### config.mk
export PLATFORM = sky130hd
export DESIGN_NAME = execute
export DESIGN_NICKNAME = d
export VERILOG_FILES = /design/src/rtl/execute.sv
export SDC_FILE = /design/constraint.sdc
export NUM_CORES = 1
export LEC_CHECK = 0
export ABC_AREA = 1
export BUFFER_PORTS_ARGS = -buffer_cell sky130_fd_sc_hd__buf_2
export CAP_MARGIN = 15
export CORE_ASPECT_RATIO = 1.4
export CORE_MARGIN = 1.5
export CORE_UTILIZATION = 62
export CTS_BUF_LIST = sky130_fd_sc_hd__clkbuf_4
export DETAILED_ROUTE_END_ITERATION = 10
export PLACE_DENSITY = 0.84
export SYNTH_ARGS = -nofsm -noshare
export SYNTH_HDL_FRONTEND = slang
export SYNTH_SLANG_ARGS = --single-unit
### constraint.sdc
create_clock -name clk -period 4.15 [get_ports clk]
set_input_delay 0.83 -clock clk [delete_from_list [all_inputs] [get_ports clk]]
set_output_delay 0.83 -clock clk [all_outputs]
set_load 0.05 [all_outputs]
### src/rtl/execute.sv
// Execute stage: single-cycle add/address/branch results and a multi-cycle
// unsigned shift-add multiplier producing {hi,lo}.
//
// Handshake: an instruction is taken on a rising edge where valid_i=1, reset=1
// and the stage is not multiplying (busy=0). While busy=1 the upstream stage
// holds its fields and valid_i is ignored. valid_o is a one-cycle pulse per
// completed non-bubble instruction; reg_wr_en and mem_rd pulse with it.
module execute #(
  parameter int MUL_STEP = 1
) (
  input  logic        clk,
  input  logic        reset,
  input  logic        valid_i,
  input  logic [5:0]  opcode_i,
  input  logic [31:0] a_i,
  input  logic [31:0] b_i,
  input  logic [31:0] sign_e_i,
  input  logic [4:0]  target_i,
  input  logic [4:0]  dest_i,
  output logic        busy,
  output logic        valid_o,
  output logic [31:0] alu_out,
  output logic [4:0]  wr_reg,
  output logic        reg_wr_en,
  output logic        mem_rd,
  output logic [31:0] hi,
  output logic [31:0] lo,
  output logic [1:0]  o_dbg_state
);

  localparam int        N      = 32 / MUL_STEP;
  localparam logic [5:0] N_LAST = 6'(N - 1);

  localparam logic [5:0] OP_ADDU = 6'd1;
  localparam logic [5:0] OP_BEQ  = 6'd2;
  localparam logic [5:0] OP_LW   = 6'd3;
  localparam logic [5:0] OP_MULT = 6'd4;
  localparam logic [5:0] OP_ADDI = 6'd5;
  localparam logic [5:0] OP_J    = 6'd6;

  typedef enum logic [1:0] {
    S_IDLE = 2'd0,
    S_MUL  = 2'd1,
    S_DONE = 2'd2
  } state_t;

  state_t      r_state;
  logic [5:0]  r_cnt;
  logic [63:0] r_mcand;
  logic [31:0] r_mplier;
  logic [63:0] r_acc;
  logic [63:0] w_acc_next;

  assign o_dbg_state = r_state;

  // One multiply step: add the shifted multiplicand for each retired multiplier bit.
  always_comb begin
    w_acc_next = r_acc;
    for (int k = 0; k < MUL_STEP; k++) begin
      if (r_mplier[k]) begin
        w_acc_next = w_acc_next + (r_mcand << k);
      end
    end
  end

  // Control FSM, operand/accumulator registers and registered outputs.
  always_ff @(posedge clk) begin
    if (!reset) begin
      r_state   <= S_IDLE;
      r_cnt     <= '0;
      r_mcand   <= '0;
      r_mplier  <= '0;
      r_acc     <= '0;
      busy      <= 1'b0;
      valid_o   <= 1'b0;
      reg_wr_en <= 1'b0;
      mem_rd    <= 1'b0;
      alu_out   <= '0;
      wr_reg    <= '0;
      hi        <= '0;
      lo        <= '0;
    end else begin
      valid_o   <= 1'b0;
      reg_wr_en <= 1'b0;
      mem_rd    <= 1'b0;
      case (r_state)
        S_MUL: begin
          r_acc    <= w_acc_next;
          r_mcand  <= r_mcand << MUL_STEP;
          r_mplier <= r_mplier >> MUL_STEP;
          if (r_cnt == N_LAST) begin
            // Product becomes visible only here; partial sums stay internal.
            r_state  <= S_DONE;
            {hi, lo} <= w_acc_next;
            busy     <= 1'b0;
            valid_o  <= 1'b1;
          end else begin
            r_cnt <= r_cnt + 6'd1;
          end
        end
        default: begin
          // IDLE and DONE both accept; without a mult the stage returns to IDLE.
          r_state <= S_IDLE;
          if (valid_i) begin
            case (opcode_i)
              OP_ADDU: begin
                alu_out   <= a_i + b_i;
                wr_reg    <= dest_i;
                reg_wr_en <= 1'b1;
                valid_o   <= 1'b1;
              end
              OP_ADDI: begin
                alu_out   <= a_i + sign_e_i;
                wr_reg    <= target_i;
                reg_wr_en <= 1'b1;
                valid_o   <= 1'b1;
              end
              OP_LW: begin
                alu_out   <= a_i + sign_e_i;
                wr_reg    <= target_i;
                reg_wr_en <= 1'b1;
                mem_rd    <= 1'b1;
                valid_o   <= 1'b1;
              end
              OP_BEQ, OP_J: begin
                // Branch/jump already resolved upstream; only report completion.
                alu_out <= '0;
                valid_o <= 1'b1;
              end
              OP_MULT: begin
                r_mcand  <= {32'd0, a_i};
                r_mplier <= b_i;
                r_acc    <= '0;
                r_cnt    <= '0;
                r_state  <= S_MUL;
                busy     <= 1'b1;
              end
              default: begin
                // Bubble: nothing completes and all results hold.
              end
            endcase
          end
        end
      endcase
    end
  end

endmodule
=== Word level (Yosys, flattened, before mapping) ===
Index checks and enable logic that the tools add are counted.

* Add/sub/neg operators: 4
* Eq/ne operators: 10
* Multiplexer cells: 30
* Bitwise operators: 3
* Reductions and logical operators: 17

{| class="wikitable"
|+ Operators with widths
! cell !! count
|-
| 64-bit 2-to-1 mux || 7
|-
| 32-bit case mux with 3 select lines || 1
|-
| 31-bit 2-to-1 mux || 3
|-
| 32-bit adder || 2
|-
| 64-bit adder || 1
|-
| 6-bit 2-to-1 mux || 4
|-
| 6-bit by 3-bit == test with 1-bit output (second input constant) || 3
|-
| 6-bit by 2-bit == test with 1-bit output (second input constant) || 2
|-
| 1-bit 2-to-1 mux || 12
|-
| 3-bit AND reduction || 4
|-
| 5-bit case mux with 2 select lines || 1
|-
| 6-bit by 1-bit adder with 6-bit output (second input constant) || 1
|-
| 6-bit by 1-bit == test with 1-bit output (second input constant) || 1
|-
| 6-bit by 5-bit == test with 1-bit output (second input constant) || 1
|-
| 2-bit AND reduction || 3
|-
| 2-bit nonzero test || 3
|-
| 2-bit OR reduction || 3
|-
| 3-bit OR reduction || 2
|-
| 5-bit OR reduction || 1
|-
| 2-bit 2-to-1 mux || 2
|-
| 2-bit != test (second input constant) || 2
|-
| 1-bit NOT || 3
|-
| 3-bit nonzero test || 1
|-
| 2-bit by 1-bit == test with 1-bit output (second input constant) || 1
|}

* Register bits after elaboration: 273
* Input port bits: 115
* Output and inout port bits: 107
* Logic and storage cells: 79

=== Longest topological paths before layout ===
* Depth in word-level cells: 5
* Depth in mapped cells: 25
* Mapped depth without buffers: 23

=== Worst setup path after synthesis ===
Ideal clock, no wire load.

* Path type: input -> register
* Start point: in opcode_i[5]
* End point: reg alu_out[14]
* Library setup time: 132 ps
* Arrival: 3284 ps
* Required time: 4018 ps
* Setup slack: 734 ps
* Cell stages on the path: 21
* Buffers on the path: 2
* Cells stage by stage: nor2_1 inv_2 nor2_1 nand2_1 buf_2 clkbuf_1 nand2_1 nand2_1 ha_1 fa_1 nand3_1 nand2_1 nand2_1 nand2_1 nand2_1 nand2_1 nand2_1 nand2_1 or2_2 nand3_1 a21oi_1

* Word-level cells in the longest chain between the ends: 4

{| class="wikitable"
|+ Ends and longest elaborated chain
! what !! RTL line !! text
|-
| from (decl) || 14 || <nowiki>input logic [5:0] opcode_i,</nowiki>
|-
| 6-bit by 2-bit == test with 1-bit output / 6-bit by 3-bit == test with 1-bit output (equally long branches) || 105 || <nowiki>case (opcode_i)</nowiki>
|-
| 2-bit OR reduction (no line) || - ||
|-
| 3-bit nonzero test (no line) || - ||
|-
| 3-bit AND reduction (no line) || - ||
|-
| to (signal assigned) || 107 || <nowiki>alu_out <= a_i + b_i;</nowiki>
|-
| to (signal assigned) || 113 || <nowiki>alu_out <= a_i + sign_e_i;</nowiki>
|-
| to (signal assigned) || 119 || <nowiki>alu_out <= a_i + sign_e_i;</nowiki>
|-
| to (decl) || 22 || <nowiki>output logic [31:0] alu_out,</nowiki>
|}

Several ways; a longest one is shown, not always the timed one.
A chain may end at the register's enable or synchronous reset.

=== Final worst setup path ===
* Start point: in opcode_i[5]
* End point: reg alu_out[11]

The elaborated chain is that of the path after synthesis.

==> reports/results.ini <==
[status]
outcome = completed

[sta]
finalSetupViolations = 0
timing.setup.tns_ns = 0
grt_setup_unrepaired = false
slew_violations = 0
worst_slack_ns = 0.887
period_needed_ns = 3.26
clock.fmax_ghz = 0.306
finalCritPeriodShare_pct = 78.6
hold_slack_ns = 0.353
fin_worst_skew_ns = 0.0412
relSlewSlack_pct = 30.5
tightest_slew_ns = 1.04
hold_viol_final = 0

[floorplanning]
die_x_um = 152
fp.dieArea_mm2 = 0.0323
ioPinCount = 222
start_util_pct = 62.9
core_mm2 = 0.0308
fp-row-count = 76
die_h_um = 212

[route]
avgViaCountPerCell = 5.53
routedWlPerCell_um = 17.8
postRouteAntennaNets = 0
drc_errors = 0
dr.pass1.iters = 6
wl_um = 69800
vias = 21700
drt_iter0_markers = 1599

[pwr]
peakVddDrop_mv = 0.225
power_density_mw_per_mm2 = 263
p_comb_share_pct = 10.5
netSwitchingFraction_pct = 28.8
seqPwrFrac_pct = 46.4
switching_power_uw = 1630
power.share.clock_pct = 43.1
p_int_uw = 4040
leakage_uw = 0.0113

[synth]
synth_area_mm2 = 0.0194
syn_nets = 3490
ys_seq_elements = 273
synthFlopType = dfxtp_1
synth_edf_count = 0
synth_cell_types = 52
ys_async_sr_fraction_pct = 0
yosys_warnings = 0
syn_area_per_cell_um2 = 5.92
seq_area_frac_synth_pct = 28.2
netlist_instances = 3271

[placed_design]
hpwl_um = 53900
place_area_mm2 = 0.0207
numPortBuffers = 221
dp_slack_ns = 0.187
gp_congestion = 1.17

[clock_network]
cts_root_buf = clkbuf_4
cts_max_level = 3
cts_tree = done
ctsHoldBuffers = 0
cts.sinks = 273
cts_setup_buffers = 0
clk_path_buf_depth = 3
clkTransAtPathRegs_ns = 0.07
cts_inserted_buffers = 71
clk_latency_ns = 0.77
cts-resized-gates = 0

[finish]
final_cell_mix = nand2_1 (1,274), inv_1 (488), dfxtp_1 (272), nor2_1 (241), a21oi_1 (223)
final_common_cell = nand2_1
design_area_mm2 = 0.0216
drive_gt1_share_pct = 13.4
seq_area_mm2 = 0.00547
utilization_pct = 70.1
reg_top3 = r_acc (64), r_mcand (64)
multi_input_area_mm2 = 0.0115
num-nets-final = 3695
fillerInstances = 2859
syn_to_final_growth_pct = 11.4

[critical_path]
cp_slowest_stage_delay_ns = 0.58
crit_chain = buf_2 -> nor2_1 -> inv_2 -> nor2_1 -> nand2_1 -> buf_12 -> clkinv_1 -> buf_12 -> nand2_1 -> nand2_1 -> ha_1 -> a21oi_1 -> nand2_1 -> nand2_1 -> nand2_1 -> nand2_1 -> nand3_1 -> o21ai_0 -> a21oi_1
crit_top_cell = nand2_1
cp_num_buf_inv = 5
worstSetupStartpointType = input port
arrival_ns = 3.89
cp_max_fo = 39
cp_top_family = simple AND/OR/NAND/NOR gates
crit_type = in -> reg
end_kind = flop
slowest_stage = o21ai_0
crit_required_ns = 4.78

[global_routing]
track_usage_pct = 42.1
antenna_found_initial = 2
grt_pass1_vias = 21200
grt_pass1_wl_um = 107000
grt_max_degree = 94
grt_overflow = 0

[min_path]
hp-class = in -> reg

[run]
maxCapViolations = 0

[power groups by stage]
stage	Clock [uW]	Sequential, uW	Combinational (uW)
4_1_cts	2470	2630	576
3_5_place_dp	0	2690	572
5_1_grt	2610	2630	634
3_3_place_gp	0	2690	573
2_1_floorplan	0	2720	321
6_report	2440	2630	595
[Yosys cell counts (3+ instances only)]
cell      number  area [um2]
nand2_1     1274        4780
inv_1        488        1830
nor3_2         5        50.1
dfxtp_1      273        5470
nand3b_1       6        45.0
ha_1         102        1280
a21o_1        10        75.1
nor2_4         5        56.3
nand4_1        6        37.5
nand3b_2       3        33.8
or2_2         39         244
nor4_1         3        18.8
nor2_2        17         106
o22ai_1        3        18.8
buf_4          7        52.6
nor3_1        15        75.1
nand2_2        9        56.3
inv_2         17        63.8
nor2_1       241         905
o211ai_1      23         173
a21oi_1      223        1120
buf_1         11        41.3
clkbuf_1      52         195
nand3_2       15         150
o21bai_1       5        37.5
o21ai_1       11        55.1
buf_2         35         175
a22oi_1       13        97.6
xnor2_1       27         236
o21ai_0      109         546
nand3_1      156         781
a31oi_1       35         219
xor2_1         5        43.8
[worst reg2reg max path, delay by kind of cell (launching register included)]
| family | cells | cell delay, ns |
|---|---|---|
| buffers and inverters | 4 | 1.53 |
| DFF | 1 | 0.39 |
| and+or+nand+nor | 5 | 0.70 |
| adders and majority gates | 1 | 0.20 |
[cell type report]
class | count | share of cell area [%]
Antenna cell | 2 | 0.0232
Clock buffer | 98 | 3.41
Clock inverter | 28 | 0.800
Inverter | 506 | 8.82
Multi-Input combinational cell | 2385 | 53.4
Sequential cell | 273 | 25.3
Tap cell | 390 | 2.26
Timing Repair Buffer | 239 | 5.98
[per-layer routing]
metal	part of all wire (%)	global-route usage, %	vias to the layer above
li1	-	-	10600
met2	49	76.6	980
met5	0	0	-
met4	10	41.0	0
met3	6.7	8.32	342
met1	34	38.8	9755
[cell families (layout without fill, tap and decap cells)]
logic type / count (synthesis) / in the layout / share of synthesized area (%)
and+or+nand+nor: 1807 / 1807 / 38.7
xor gates and xnor gates: 32 / 32 / 1.45
DFF: 273 / 273 / 28.2
other: 0 / 2 / 0
buffers and inverters: 613 / 871 / 12.3
adders and majority gates: 104 / 104 / 6.79
AOI/OAI and AO/OA: 442 / 442 / 12.5
[stage by stage]
step	total power (uW)	std cells
2_1_floorplan	3040	3271
3_3_place_gp	3270	3793
5_1_grt	5870	3921
3_5_place_dp	3270	3793
4_1_cts	5680	3919
6_report	5670	3921
[final timing paths]
| kind | from | end | slack, ns | depth (start not counted) |
|---|---|---|---|---|
| worst max-delay path | opcode_i[5] | alu_out[11] | 0.89 | 19 |
| worst min-delay path | b_i[9] | r_mplier[9] | 0.35 | 3 |
| worst max register to register | r_cnt[0] | hi[31] | 1.23 | 10 |
| worst min register to register | alu_out[15] | alu_out[15] | 0.47 | 2 |
Power figures use the tool's default switching activity.
